[src/rtl/i2c_word_write.sv]
// i2c_word_write: single-master I2C engine that writes address, pointer and a 16-bit word, with an ACK check after each byte.
module i2c_word_write #(
    parameter int CLK_DIV = 125
) (
    input  logic        SYS_CLK,
    input  logic        RESET,
    input  logic        W_WORD_GO,
    input  logic [7:0]  SLAVE_ADDR,
    input  logic [7:0]  POINTER,
    input  logic [15:0] WORD_DATA,
    input  logic        I2C_SDA_IN,
    output logic        I2C_SCL,
    output logic        I2C_SDA_O,
    output logic        I2C_SDA_OE,
    output logic        W_WORD_END,
    output logic        ACK_ERR,
    output logic [7:0]  WORD_ST,
    output logic [7:0]  WORD_CNT,
    output logic [7:0]  WORD_BYTE
);
    localparam int DW = $clog2(CLK_DIV);
    typedef enum logic [2:0] {S_IDLE, S_START, S_BIT, S_ACK, S_STOP, S_DONE} state_t;
    state_t          st, st_n;
    logic [DW-1:0]   div, div_n;
    logic [1:0]      tq, tq_n, idx, idx_n;
    logic [2:0]      cnt, cnt_n;
    logic [3:0][7:0] bytes_q;
    logic [7:0]      byte_n;
    logic            tick, slot_end, ack_n, load, bit_n, scl_n, oe_n;
    always_comb begin
        tick = div == DW'(CLK_DIV - 1);
        slot_end = tick && tq == 2'd3;
        st_n = st;
        div_n = tick ? '0 : div + 1'b1;
        tq_n = tq + {1'b0, tick};
        cnt_n = cnt;
        idx_n = idx;
        ack_n = ACK_ERR;
        load = 1'b0;
        case (st)
            S_IDLE: begin
                div_n = '0;
                tq_n = '0;
                if (W_WORD_GO) begin
                    st_n = S_START;
                    idx_n = '0;
                    ack_n = 1'b0;
                    load = 1'b1;
                end
            end
            S_START: if (slot_end) begin
                st_n = S_BIT;
                cnt_n = 3'd7;
            end
            S_BIT: if (slot_end) begin
                if (cnt == 3'd0) st_n = S_ACK;
                else cnt_n = cnt - 1'b1;
            end
            S_ACK: begin
                // slave sampled on the last cycle of the high phase
                if (tick && tq == 2'd2 && I2C_SDA_IN) ack_n = 1'b1;
                if (slot_end) begin
                    if (ACK_ERR || idx == 2'd3) st_n = S_STOP;
                    else begin
                        st_n = S_BIT;
                        idx_n = idx + 1'b1;
                        cnt_n = 3'd7;
                    end
                end
            end
            S_STOP: if (slot_end) st_n = S_DONE;
            S_DONE: begin
                st_n = S_IDLE;
                div_n = '0;
                tq_n = '0;
            end
            default: st_n = S_IDLE;
        endcase
        // outputs are decoded from next-state values so they leave the flops directly
        byte_n = load ? {SLAVE_ADDR[7:1], 1'b0} : bytes_q[idx_n];
        bit_n = byte_n[cnt_n];
        scl_n = st_n == S_START ? tq_n != 2'd3 :
                (st_n == S_BIT || st_n == S_ACK) ? (tq_n == 2'd1 || tq_n == 2'd2) :
                st_n == S_STOP ? tq_n != 2'd0 : 1'b1;
        oe_n = st_n == S_START ? tq_n != 2'd0 :
               st_n == S_BIT ? !bit_n :
               st_n == S_STOP ? tq_n != 2'd3 : 1'b0;
    end
    always_ff @(posedge SYS_CLK) begin
        if (RESET) begin
            st <= S_IDLE;
            div <= '0;
            tq <= '0;
            cnt <= '0;
            idx <= '0;
            bytes_q <= '0;
            ACK_ERR <= 1'b0;
            I2C_SCL <= 1'b1;
            I2C_SDA_OE <= 1'b0;
            W_WORD_END <= 1'b0;
            WORD_BYTE <= '0;
        end else begin
            st <= st_n;
            div <= div_n;
            tq <= tq_n;
            cnt <= cnt_n;
            idx <= idx_n;
            if (load) bytes_q <= {WORD_DATA[7:0], WORD_DATA[15:8], POINTER, SLAVE_ADDR[7:1], 1'b0};
            ACK_ERR <= ack_n;
            I2C_SCL <= scl_n;
            I2C_SDA_OE <= oe_n;
            W_WORD_END <= st_n == S_DONE;
            WORD_BYTE <= st_n == S_IDLE ? 8'd0 : byte_n;
        end
    end
    assign I2C_SDA_O = 1'b0;
    assign WORD_ST = {5'd0, st};
    assign WORD_CNT = {5'd0, cnt};
endmodule

[config.mk]
export PLATFORM = sky130hd
export DESIGN_NAME = i2c_word_write
export DESIGN_NICKNAME = d
export VERILOG_FILES = /design/src/rtl/i2c_word_write.sv
export SDC_FILE = /design/constraint.sdc
export NUM_CORES = 1
export LEC_CHECK = 0
export ABC_AREA = 1
export CAP_MARGIN = 10
export CORE_ASPECT_RATIO = 0.5
export CORE_MARGIN = 3
export CORE_UTILIZATION = 51
export CTS_CLUSTER_DIAMETER = 100
export DETAILED_ROUTE_END_ITERATION = 10
export GPL_ROUTABILITY_DRIVEN = 0
export GPL_TIMING_DRIVEN = 0
export PLACE_DENSITY = 0.8
export REMOVE_ABC_BUFFERS = 1
export SLEW_MARGIN = 20
export SYNTH_ARGS = -nofsm -noshare
export SYNTH_HDL_FRONTEND = slang
export SYNTH_SLANG_ARGS = --single-unit
[constraint.sdc]
create_clock -name SYS_CLK -period 2.6 [get_ports SYS_CLK]
set_input_delay 0.26 -clock SYS_CLK [delete_from_list [all_inputs] [get_ports SYS_CLK]]
set_output_delay 0.26 -clock SYS_CLK [all_outputs]
set_load 0.03 [all_outputs]
==> impl_metrics.ini <==
[pwr]
vdd.ir_drop.worst_uv = 370
p_switching_mw = 0.595
p_int_mw = 1.86
comb_power_share = 0.112
swShare = 0.242
power_density_mw_per_mm2 = 629
finalPower_mw = 2.46
seq_power_share = 0.400
pwr-share-clk = 0.488
leakage_nw = 1.66

[die]
boundaryPins = 65
core_area_mm2 = 0.00561
num_rows = 19
initial_core_util = 0.540
die_area_mm2 = 0.00695
die_h_um = 60.5
die_w_um = 115

[grt]
grt_max_degree = 33
grt_antenna_before_repair = 0
overflow = 0
grt_pass1_vias = 2707
grt_use_total = 0.221
grt_pass1_wl_um = 12000

[synthesis]
synth_ff_type = dfxtp_1
seq_area_frac_synth = 0.397
synth_cells = 434
ys_async_sr_fraction = 0
syn_area_mm2 = 0.00303
synth-warning-count = 0
yosysUniqueCellTypes = 33
yosysMostFrequentCell = nand2_1
syn_avg_cell_area_um2 = 6.98
yosys.area.top_type = dfxtp_1
synth_edf_count = 0
ys_ff_latch = 60
synth_common_cells = 123 x nand2_1, 60 x dfxtp_1, 57 x nand3_1
synth_area_leaders = dfxtp_1 40%, nand2_1 15%, nand3_1 9.4%, a21oi_1 6.9%, inv_1 4.7%
yosys.area.top_type_share = 0.397

[sta]
period_needed_ns = 2.40
hold_viol = 0
relSlewSlack = 0.580
setup_ws_ns = 0.202
maxSlewViolCount = 0
tns_ns = 0
timing.hold.ws_ns = 0.272
tightest_slew_ns = 0.627
fmax_mhz = 417
fin_skew_ns = 0.00697
rsz0062_at_grt = false
finalCritPeriodShare = 0.922
setup_viol = 0

[setup_path]
worstSetupEndpointType = register
cp_common_cell = nor2_1
cpPeakStageDelay_ns = 0.57
critPathLaunchType = input pin
worstPathCellList = clkdlybuf4s50_1, nand3_4, clkinvlp_4, a21oi_1, nor2_1, nor3_2, nor2_1
worstPathRequired_ns = 2.78
worstSetupPathType = in2reg
cp_top_family = simple AND/OR/NAND/NOR gates
crit_arrival_ns = 2.58
crit_fanout = 16
crit_slowest_cell = clkdlybuf4s50_1
reg2reg_setup_slack_ns = 0.21
path_buf_inv = 2

[placement]
dpl-instance-area_mm2 = 0.00354
io_buffers = 52
hpwl_um = 4600
preCtsSetupSlack_ns = -0.909

[drt]
via_per_inst = 5.23
routedLengthMet1_um = 3330
wl_um = 7500
first_pass_iters = 5
final_antenna_net_count = 0
topRoutingLayerUsed = met4
wl_met3_um = 620
wl_per_cell_um = 13.3
drt_iter0_drc = 287
drc = 0
vias = 2947
dr_wl_met2_um = 3450

[final_layout]
drive_gt1_frac = 0.0918
stdcell_area_mm2 = 0.00391
areaGrowthSynthToFinish_pct = 29.0
seqCellArea_mm2 = 0.00120
multi_input_area_mm2 = 0.00161
nFillCells = 495
diodes = 0
nets = 529

[clock_network]
numCtsBuffers = 9
root_buffer = clkbuf_16
tritoncts = yes
cts_hold_buf = 0
clk_pin_slew_worst_paths_ns = 0.05
worstSkewPairLatency_ns = 0.33
cts_setup_buffers = 0
cts.sinks = 60
clk_path_buf_depth = 2
cts-htree-levels = 3

[run_status]
status = complete, no violations

[flow_run]
drv_cap = 0

[worst_hold_path]
hp-class = in2reg
## power groups by stage
stage | logic [mW] | clock network (mW) | registers [mW]
2_1_floorplan | 0.130 | 0 | 1.02
4_1_cts | 0.270 | 1.21 | 0.983
5_1_grt | 0.302 | 1.25 | 0.986
6_report | 0.275 | 1.20 | 0.983
3_5_place_dp | 0.259 | 0 | 1.00
3_3_place_gp | 0.254 | 0 | 1.00
## through the flow
step,util,cells
6_report,0.696,563
4_1_cts,0.690,562
5_1_grt,0.696,563
3_5_place_dp,0.631,544
3_3_place_gp,0.629,543
2_1_floorplan,-,418
## worst register-to-register path, delay by kind of cell, from the launching register on
| kind | cells | cell delay, ns |
|---|---|---|
| DFF | 1 | 0.41 |
| buffers and inverters | 2 | 0.52 |
| and+or+nand+nor | 4 | 0.96 |
| AOI/OAI and AO/OA | 1 | 0.35 |
## cells by family (layout without fill, tap and decap cells)
family,after synthesis,in the layout,share of synthesized area
DFF,60,60,0.397
other,1,11,0.00124
AOI/OAI and AO/OA,57,57,0.100
buffers and inverters,68,112,0.102
adders and majority gates,8,8,0.0331
and+or+nand+nor,236,238,0.356
xor gates and xnor gates,4,4,0.0116
## layout by cell type (no fill, tap or decap), drive strengths merged
cell / instances
xor2: 3
o21ai: 8
a21oi: 43
nand4: 2
nand2: 129
conb: 11
ha: 8
or2: 3
inv: 41
nand3: 62
xnor2: 1
a31oi: 1
clkinvlp: 3
nor2: 38
clkinv: 2
bufinv: 1
buf: 2
nor3: 4
o211ai: 3
dfxtp: 60
clkdlybuf4s50: 51
clkbuf: 12
o31ai: 2
## area by class of cell
type / instances / area share
Sequential cell: 60 / 0.307
Inverter: 42 / 0.0413
Clock inverter: 4 / 0.0122
Tap cell: 73 / 0.0234
Timing Repair Buffer: 53 / 0.137
Clock buffer: 12 / 0.0656
Timing Repair inverter: 1 / 0.00128
Multi-Input combinational cell: 318 / 0.412
## what timing repair did
action / CTS / global route
setup endpoints to repair: 33 / 6
cloned: 2 / 1
resized for setup: 2 / 5
pin swaps: 1 / 1
## final timing paths
kind,startpoint,to,cells past startpoint
hold reg to reg,bytes_q[21],bytes_q[21],2
setup reg to reg,st[2],WORD_BYTE[0],7
setup / recovery,W_WORD_GO,WORD_BYTE[0],7
hold / removal,RESET,tq[0],2
## flip-flops by register name, summed over array words and instances (netlist names)
register / flops
I2C_SCL: 1
tq: 2
bytes_q: 31
idx: 2
ACK_ERR: 1
WORD_BYTE: 8
cnt: 3
I2C_SDA_OE: 1
st: 3
W_WORD_END: 1
div: 7
## routing by layer
layer  vias up  track usage
li1       1476            -
met1      1342        0.275
met2       116        0.379
met3        13       0.0657
met4         0       0.0652
met5         -            0
No activity file was read; power rests on OpenSTA's default activity.
